<file path="src/rtl/piece_sequencer_if.sv">
// rtl/piece_sequencer_if.sv - piece handshake and preview bus between sequencer and game FSM
interface piece_sequencer_if;
    logic       start;
    logic       piece_ready;
    logic       piece_valid;
    logic [2:0] piece;
    logic [2:0] preview;
    logic       preview_valid;
    logic [2:0] fill_count;

    modport master (
        output start,
        output piece_ready,
        input  piece_valid,
        input  piece,
        input  preview,
        input  preview_valid,
        input  fill_count
    );

    modport slave (
        input  start,
        input  piece_ready,
        output piece_valid,
        output piece,
        output preview,
        output preview_valid,
        output fill_count
    );
endinterface

</file>
<file path="src/rtl/piece_sequencer.sv">
// rtl/piece_sequencer.sv - tetromino scheduler: seeded LFSR, repeat/bag filter, preview FIFO (optional SEVEN_BAG_EN)
module piece_sequencer #(
    parameter int DEPTH      = 3,
    parameter int MAX_REROLL = 1,
    parameter int NUM_PIECES = 7
) (
    input  logic             clock,
    input  logic             resetn,
    piece_sequencer_if.slave bus
);

    localparam logic [1:0] ST_UNSEEDED = 2'd0;
    localparam logic [1:0] ST_FILL     = 2'd1;
    localparam logic [1:0] ST_RUN      = 2'd2;
    localparam logic [2:0] DEPTH_L     = 3'(DEPTH);

    logic [1:0] r_state;
    logic [7:0] r_seed_cnt;
    logic [7:0] r_lfsr;
    logic [2:0] r_fill;
    logic [2:0] r_fifo [DEPTH];

    logic [7:0] w_lfsr_next;
    logic [2:0] w_cand;
    logic       w_valid;
    logic       w_pop;
    logic       w_gen;
    logic       w_discard;
    logic       w_push;
    logic [2:0] w_wr_idx;
    logic [2:0] w_fill_next;
    logic [2:0] w_fifo_next [DEPTH];

    assign w_lfsr_next = {r_lfsr[0],
                          r_lfsr[7] ^ r_lfsr[0],
                          r_lfsr[6] ^ r_lfsr[0],
                          r_lfsr[5],
                          r_lfsr[4],
                          r_lfsr[3] ^ r_lfsr[0],
                          r_lfsr[2],
                          r_lfsr[1]};
    assign w_cand = 3'(w_lfsr_next % 8'(NUM_PIECES));

    // start overrides both pop and generation in its cycle
    assign w_valid = (r_state == ST_RUN) && (r_fill != 3'd0);
    assign w_pop   = w_valid && bus.piece_ready && !bus.start;
    assign w_gen   = !bus.start &&
                     ((r_state == ST_FILL) ||
                      ((r_state == ST_RUN) && ((r_fill < DEPTH_L) || w_pop)));
    assign w_push  = w_gen && !w_discard;

    assign w_wr_idx    = w_pop ? (r_fill - 3'd1) : r_fill;
    assign w_fill_next = r_fill + {2'b00, w_push} - {2'b00, w_pop};

`ifdef SEVEN_BAG_EN
    logic [6:0] r_mask;
    logic [6:0] w_mask_set;

    assign w_discard  = r_mask[w_cand];
    assign w_mask_set = r_mask | (7'd1 << w_cand);

    always_ff @(posedge clock or negedge resetn) begin
        if (!resetn) begin
            r_mask <= 7'd0;
        end else if (bus.start) begin
            r_mask <= 7'd0;
        end else if (w_push) begin
            r_mask <= (&w_mask_set) ? 7'd0 : w_mask_set;
        end
    end
`else
    localparam logic [2:0] MAX_L = 3'(MAX_REROLL);

    logic [2:0] r_last;
    logic [2:0] r_reroll;

    assign w_discard = (w_cand == r_last) && (r_reroll < MAX_L);

    always_ff @(posedge clock or negedge resetn) begin
        if (!resetn) begin
            r_last   <= 3'd7;
            r_reroll <= 3'd0;
        end else if (bus.start) begin
            r_last   <= 3'd7;
            r_reroll <= 3'd0;
        end else if (w_gen) begin
            if (w_discard) begin
                r_reroll <= r_reroll + 3'd1;
            end else begin
                r_last   <= w_cand;
                r_reroll <= 3'd0;
            end
        end
    end
`endif

    // head lives in entry 0; a pop shifts everything down before the push lands
    always_comb begin
        for (int i = 0; i < DEPTH; i++) begin
            w_fifo_next[i] = r_fifo[i];
        end
        if (w_pop) begin
            for (int i = 0; i < DEPTH - 1; i++) begin
                w_fifo_next[i] = r_fifo[i + 1];
            end
            w_fifo_next[DEPTH - 1] = 3'd0;
        end
        if (w_push) begin
            for (int i = 0; i < DEPTH; i++) begin
                if (3'(i) == w_wr_idx) begin
                    w_fifo_next[i] = w_cand;
                end
            end
        end
    end

    always_ff @(posedge clock or negedge resetn) begin
        if (!resetn) begin
            r_state    <= ST_UNSEEDED;
            r_seed_cnt <= 8'h00;
            r_lfsr     <= 8'h01;
            r_fill     <= 3'd0;
            for (int i = 0; i < DEPTH; i++) begin
                r_fifo[i] <= 3'd0;
            end
        end else begin
            r_seed_cnt <= r_seed_cnt + 8'd1;
            if (bus.start) begin
                r_lfsr  <= (r_seed_cnt == 8'h00) ? 8'h01 : r_seed_cnt;
                r_fill  <= 3'd0;
                r_state <= ST_FILL;
            end else begin
                if (w_gen) begin
                    r_lfsr <= w_lfsr_next;
                end
                r_fill <= w_fill_next;
                for (int i = 0; i < DEPTH; i++) begin
                    r_fifo[i] <= w_fifo_next[i];
                end
                if ((r_state == ST_FILL) && (w_fill_next == DEPTH_L)) begin
                    r_state <= ST_RUN;
                end
            end
        end
    end

    assign bus.piece_valid   = w_valid;
    assign bus.piece         = w_valid ? r_fifo[0] : 3'd0;
    assign bus.preview_valid = w_valid && (r_fill >= 3'd2);
    assign bus.preview       = (w_valid && (r_fill >= 3'd2)) ? r_fifo[1] : 3'd0;
    assign bus.fill_count    = r_fill;

endmodule
</file>
<file path="src/flat_wrapper.sv">
// flat-port wrapper written by rule: the top's interface ports become plain ports
module piece_sequencer_flat 
#(
    parameter int DEPTH      = 3,
    parameter int MAX_REROLL = 1,
    parameter int NUM_PIECES = 7
)
  (clock, resetn, bus_start, bus_piece_ready, bus_piece_valid, bus_piece, bus_preview, bus_preview_valid, bus_fill_count);
  piece_sequencer_if bus_i ();
  input  logic clock;
  input  logic resetn;
  input wire logic [$bits(bus_i.start)-1:0] bus_start;
  input wire logic [$bits(bus_i.piece_ready)-1:0] bus_piece_ready;
  output wire logic [$bits(bus_i.piece_valid)-1:0] bus_piece_valid;
  output wire logic [$bits(bus_i.piece)-1:0] bus_piece;
  output wire logic [$bits(bus_i.preview)-1:0] bus_preview;
  output wire logic [$bits(bus_i.preview_valid)-1:0] bus_preview_valid;
  output wire logic [$bits(bus_i.fill_count)-1:0] bus_fill_count;
  assign bus_i.start = bus_start;
  assign bus_i.piece_ready = bus_piece_ready;
  assign bus_piece_valid = bus_i.piece_valid;
  assign bus_piece = bus_i.piece;
  assign bus_preview = bus_i.preview;
  assign bus_preview_valid = bus_i.preview_valid;
  assign bus_fill_count = bus_i.fill_count;
  piece_sequencer #(.DEPTH(DEPTH), .MAX_REROLL(MAX_REROLL), .NUM_PIECES(NUM_PIECES)) u_core (.clock(clock), .resetn(resetn), .bus(bus_i));
endmodule
</file>
<file path="config.mk">
export PLATFORM = sky130hd
export DESIGN_NAME = piece_sequencer_flat
export DESIGN_NICKNAME = d
export VERILOG_FILES = /design/src/rtl/piece_sequencer_if.sv /design/src/rtl/piece_sequencer.sv /design/src/flat_wrapper.sv
export SDC_FILE = /design/constraint.sdc
export NUM_CORES = 1
export LEC_CHECK = 0
export CAP_MARGIN = 10
export CORE_MARGIN = 8
export CORE_UTILIZATION = 40
export CTS_CLUSTER_SIZE = 28
export DETAILED_ROUTE_END_ITERATION = 6
export HOLD_SLACK_MARGIN = 0.06
export PLACE_DENSITY = 0.61
export RECOVER_POWER = 25
export SYNTH_ARGS = -nofsm -noshare
export SYNTH_HDL_FRONTEND = slang
export SYNTH_SLANG_ARGS = --single-unit
</file>
<file path="constraint.sdc">
create_clock -name clock -period 14.83 [get_ports clock]
set_input_delay 2.966 -clock clock [delete_from_list [all_inputs] [get_ports clock]]
set_output_delay 2.966 -clock clock [all_outputs]
set_load 0.02 [all_outputs]
</file>
; ---- Word level (Yosys, flattened, before mapping)
; Cells that the tools add are included.
[classes]
add_sub_neg = 5
n_eq_ne = 7
div = 1
bitwise = 3
reduce_logical = 19
n_mux = 20
magnitude_cmp = 3
[op_table]
columns = operator, n
row1 = 3-bit 2-to-1 mux, 13
row2 = 8-bit 2-to-1 mux, 3
row3 = 9-bit 2-to-1 mux, 2
row4 = 1-bit logical AND, 9
row5 = 8-bit by 1-bit adder with 8-bit output (second input constant), 1
row6 = 8-bit zero test, 1
row7 = 8-bit by 3-bit remainder unit with 8-bit output (second input constant), 1
row8 = 2-bit 2-to-1 mux, 2
row9 = 2-bit nonzero test, 2
row10 = 3-bit by 1-bit adder with 3-bit output, 1
row11 = 3-bit by 1-bit adder with 3-bit output (second input constant), 1
row12 = 1-bit by 3-bit == test with 1-bit output (first input constant), 1
row13 = 2-bit by 3-bit == test with 1-bit output (first input constant), 1
row14 = 3-bit by 2-bit == test with 1-bit output (second input constant), 1
row15 = 3-bit == test, 1
row16 = 3-bit by 2-bit >= comparator with 1-bit output (second input constant), 1
row17 = 3-bit zero test, 1
row18 = 3-bit by 1-bit less-than comparator with 1-bit output (second input constant), 1
row19 = 3-bit by 2-bit less-than comparator with 1-bit output (second input constant), 1
row20 = 3-bit nonzero test, 1
row21 = 3-bit by 1-bit subtractor with 3-bit output, 1
row22 = 3-bit by 1-bit subtractor with 3-bit output (second input constant), 1
row23 = 1-bit bitwise XOR, 3
row24 = 2-bit by 1-bit == test with 1-bit output (second input constant), 1
row25 = other kinds (5), 7
[word_totals]
reg_bits = 36
inputBits = 4

; ---- Depth between registers and ports, before layout
[logic_depth]
ltp_word = 15
mapped_depth = 27
depth_no_buf = 26

; ---- Worst setup path before layout
; No wires, ideal clock.
[synth_timing]
kind = flip-flop to output port
from = register u_core.r_fill[1] (netlist: u_core.bus.fill_count[1])
to = output port bus_preview[0]
stages_incl_launch_ff = 6
arrival_time_ns = 2.403
path_slack_ns = 9.461
n_path_buf = 0
cell_sequence = dfrtp_1 -> inv_1 -> ha_1 -> a21oi_1 -> a21boi_0 -> and2_1
[synth_between]
elab_chain_cells = 4
word_cells_on_any_way = 5
[synth_rtl]
columns = element, line
row1 = start: declaration, piece_sequencer.sv:20  ; logic [2:0] r_fill;
row2 = start signal: assignment, piece_sequencer.sv:136  ; r_fill <= w_fill_next;
row3 = 3-bit nonzero test, piece_sequencer.sv:45  ; assign w_valid = (r_state == ST_RUN) && (r_fill != 3'd0);
row4 = 1-bit logical AND, piece_sequencer.sv:45
row5 = net bus_piece_valid, flat_wrapper.sv:14  ; output wire logic [$bits(bus_i.piece_valid)-1:0] bus_piece_valid;
row6 = 1-bit logical AND, -
row7 = net bus_preview_valid, flat_wrapper.sv:17  ; output wire logic [$bits(bus_i.preview_valid)-1:0] bus_preview_valid;
row8 = 3-bit 2-to-1 mux, piece_sequencer.sv:150  ; assign bus.preview = (w_valid && (r_fill >= 3'd2)) ? r_fifo[1] : 3'd0;
row9 = end: declaration, flat_wrapper.sv:16  ; output wire logic [$bits(bus_i.preview)-1:0] bus_preview;
; The timed path passes the listed nets, and every way through them passes these cells.

; ---- Final worst setup path
[layout_timing]
from = input port bus_start
to = register u_core.r_state[0]
[layout_between]
elab_chain_cells = 12
word_cells_on_any_way = 13
[layout_rtl]
columns = element, line
row1 = start: declaration, flat_wrapper.sv:12  ; input wire logic [$bits(bus_i.start)-1:0] bus_start;
row2 = 1-bit zero test, "piece_sequencer.sv:46, piece_sequencer.sv:47"
row3 = 1-bit logical AND, piece_sequencer.sv:46  ; assign w_pop = w_valid && bus.piece_ready && !bus.start;
row4 = 1-bit logical OR, piece_sequencer.sv:49  ; ((r_state == ST_RUN) && ((r_fill < DEPTH_L) || w_pop)));
row5 = 1-bit logical AND, piece_sequencer.sv:49
row6 = 1-bit logical OR, piece_sequencer.sv:48  ; ((r_state == ST_FILL) ||
row7 = 1-bit logical AND, piece_sequencer.sv:47  ; assign w_gen = !bus.start &&
row8 = 1-bit logical AND, piece_sequencer.sv:50  ; assign w_push = w_gen && !w_discard;
row9 = 3-bit by 1-bit adder with 3-bit output, piece_sequencer.sv:53  ; assign w_fill_next = r_fill + {2'b00, w_push} - {2'b00, w_pop};
row10 = 3-bit by 1-bit subtractor with 3-bit output, piece_sequencer.sv:53
row11 = 3-bit by 2-bit == test with 1-bit output, piece_sequencer.sv:140  ; if ((r_state == ST_FILL) && (w_fill_next == DEPTH_L)) begin
row12 = 1-bit logical AND, piece_sequencer.sv:140
row13 = 2-bit nonzero test (no source line), -
row14 = end signal: assignment, piece_sequencer.sv:119  ; r_state <= ST_UNSEEDED;
row15 = end signal: assignment, piece_sequencer.sv:131  ; r_state <= ST_FILL;
row16 = end signal: assignment, piece_sequencer.sv:141  ; r_state <= ST_RUN;
row17 = end: declaration, piece_sequencer.sv:17  ; logic [1:0] r_state;
; Parallel ways exist; a longest one is shown, timed or not.
; A chain may end at the register's enable or synchronous reset.

==> impl_metrics.toml <==
[sta]
grt_setup_unrepaired = "no"
clock_skew_ns = 0.00505
drv_slew = 37
fin_crit_ns = 6.23
max_freq_mhz = 161
worstMarginPinSlew_ns = 1.93
min_period_over_period_pct = 42.0
slew_headroom_pct = -28.7
finalSetupViolCount = 0
hold_viol = 0
timing.setup.tns_ns = 0

[cells_and_area]
diodes = 0
finalInstanceArea_um2 = 2990
fin_util_pct = 44.3
nets = 333
layout_common_cells = "32 x nand2_1, 32 x dfrtp_1, 20 x nor2_1, 19 x a21oi_1, 15 x inv_1"
drive_above_1_share_pct = 8.89
syn_to_final_growth_pct = 8.04

[logic_synthesis]
yosys.area.top_type = "dfrtp_1"
yosys_warnings = 0
synth_seq_cells = 36
synth-edff-count = 0
async_reset_ff_share_pct = 100
syn_nets = 327
synthFlopType = "dfrtp_1"
synth_area_leaders = "dfrtp_1 29%, ha_1 5.9%, nand2_1 4.3%"
synth_area_per_cell_um2 = 8.97
synth.distinct_cells = 75
syn-cell-area_um2 = 2770
synth_top_area_share_pct = 28.9
seq_area_frac_synth_pct = 32.7
synthCells = 309

[setup_path]
r2r-start = "u_core.r_lfsr[0]$_DFFE_PN1P_"
required_ns = 15.01
crit_fanout = 36
rrSetupSlack_ns = 8.61
worstSetupEndpoint = "u_core.r_state[0]$_DFFE_PN0P_"
cp_top_family = "buffers and inverters"
critPathBufInv = 4
crit_cells = 14
reg2reg_depth = 24
max_stage_delay_ns = 0.49
critPathLaunch = "bus_start"
cp-end-kind = "flip-flop"
cp_slowest_cell = "o21bai_2"
critPathKind = "primary input to flip-flop"
crit_arrival_ns = 6.40
rr_endpoint = "u_core.r_state[0]$_DFFE_PN0P_"
startpoint_type = "primary input"
crit_chain = "clkdlybuf4s50_1, buf_4, nand3b_1, inv_1, nor2_1, o21bai_2, o21ai_2, nor2_1, ha_1, inv_1, fa_1, xnor2_1, nand4b_1, a21o_1"

[placed_design]
io_buffer_count = 14
dp_hpwl_um = 4390
placed_cell_area_um2 = 2920
gp_congestion = 0.827

[global_route]
antenna_found_initial = 0
grtUsageTotal_pct = 13.0
grt_first_pass_wirelength_um = 10600
grt_max_degree = 37
overflow = 0
grt_pass1_vias = 2156

[clocking]
cts_sinks = 36
clk_pin_slew_ns = 0.07
cts_setup_buffers = 0
htree_levels = 2
cts-root-buf = "clkbuf_8"
cts_resized = 0
cts_hold_buf = 0
clockBufferDepth = 2
cts_tree = "built"
cts_buffers = 5
worst_skew_pair.late_latency_ns = 0.28

[run_status]
run_status = "finished, violations left"
violations = "capacitance limit, slew limit"

[power_and_ir_drop]
cellLeakagePower_nw = 1.23
worst_ir_drop_vdd_mv = 0.109
p_per_area_nw_per_um2 = 228

[hold_path]
hp-class = "flip-flop to flip-flop"

[drt]
viasPerCell = 5.69
wl_met2_um = 2820
wire_per_inst_um = 15.3
drtIter0Drc = 129
top_layer = "met4"
antenna_left = 0
first_pass_iters = 4
routed-wl-met3_um = 139
num_vias = 2247
wl_met1_um = 2990
wl_um = 6050
post-route-drc-count = 0

[job]
cap_viol_max_count = 1

[floorplan]
die_y_um = 99.2
row_count = 30
initial_core_util_pct = 41.0
io-pin-count = 15
design.die.area_um2 = 9850
die_width_um = 99.2
coreArea_um2 = 6760
[worst min-delay path by stage]
stage	start	to	slack, ns	depth (start not counted)
6_report	u_core.r_state[0]$_DFFE_PN0P_	u_core.r_state[0]$_DFFE_PN0P_	0.50	1
5_1_grt	u_core.r_state[0]$_DFFE_PN0P_	u_core.r_state[0]$_DFFE_PN0P_	0.52	1
4_1_cts	u_core.r_state[0]$_DFFE_PN0P_	u_core.r_state[0]$_DFFE_PN0P_	0.50	1
3_5_place_dp	u_core.r_state[0]$_DFFE_PN0P_	u_core.r_state[0]$_DFFE_PN0P_	0.48	1
3_3_place_gp	u_core.r_state[0]$_DFFE_PN0P_	u_core.r_state[0]$_DFFE_PN0P_	0.47	1
2_1_floorplan	u_core.r_state[0]$_DFFE_PN0P_	u_core.r_state[0]$_DFFE_PN0P_	0.46	1
[logic make-up (layout without fill, tap and decap cells)]
| group | after synthesis | count (layout) | synth area share, % |
|---|---|---|---|
| AND/OR/NAND/NOR | 120 | 120 | 24.1 |
| AO/OA/AOI/OAI | 87 | 87 | 24.0 |
| flip-flops | 36 | 36 | 32.7 |
| buffers and inverters | 31 | 37 | 5.51 |
| XOR/XNOR | 15 | 15 | 5.01 |
| adder cells (fa/ha/maj) | 14 | 14 | 6.59 |
| multiplexers | 6 | 6 | 2.17 |
[synthesized netlist by cell type, drive strengths merged, types with 3 or more instances]
library cell,number
a21o,4
a211o,3
nor2b,6
xor2,5
mux2i,6
o21ai,16
and3,3
nand2,32
xnor2,10
a31oi,3
dfrtp,32
a41o,3
nand3b,3
buf,8
o31a,3
a221o,3
and2,10
o31ai,3
o41ai,3
dfstp,4
inv,15
nand4,3
nor3,5
nand3,9
a311oi,3
nor2,20
o211ai,3
ha,13
a21oi,20
nand2b,8
clkbuf,8
[layout make-up]
type	count	area, um2
clock inverters	1	5.00
clock buffers	6	72.6
well taps	80	100
flip-flops and latches	36	906
inverters	15	56.3
fillers	670	3760
repair buffers	15	141
multi-input cells	242	1710
[state kept, by name, indices dropped and copies added, names as in the netlist]
| name | cells |
|---|---|
| u_core.r_lfsr | 8 |
| u_core.r_state | 2 |
| u_core.r_last | 3 |
| u_core.r_fifo | 9 |
| u_core.r_reroll | 3 |
| u_core.r_seed_cnt | 8 |
| u_core.bus.fill_count | 3 |
[metrics by stage]
stage,power (W),instances,setup WS [ns],hold WS [ns]
5_1_grt,0.000747,395,8.02,0.522
6_report,0.000681,395,8.60,0.498
2_1_floorplan,0.000536,309,9.46,0.455
4_1_cts,0.000683,395,8.58,0.500
3_3_place_gp,0.000611,388,8.34,0.466
3_5_place_dp,0.000614,388,8.28,0.484
[power by group]
| group | internal [W] | switching [W] | leakage [nW] |
|---|---|---|---|
| registers | 0.000130 | 0.0000392 | 0.442 |
| clock network | 0.0000319 | 0.0000326 | 0.0410 |
| logic | 0.000192 | 0.000256 | 0.752 |
| total | 0.000354 | 0.000327 | 1.23 |
[layer usage]
layer	track usage (%)	vias up
met2	19.8	34
li1	-	1145
met3	2.23	10
met4	4.66	0
met1	17.8	1058
met5	0	-
Power figures use the tool's default switching activity.
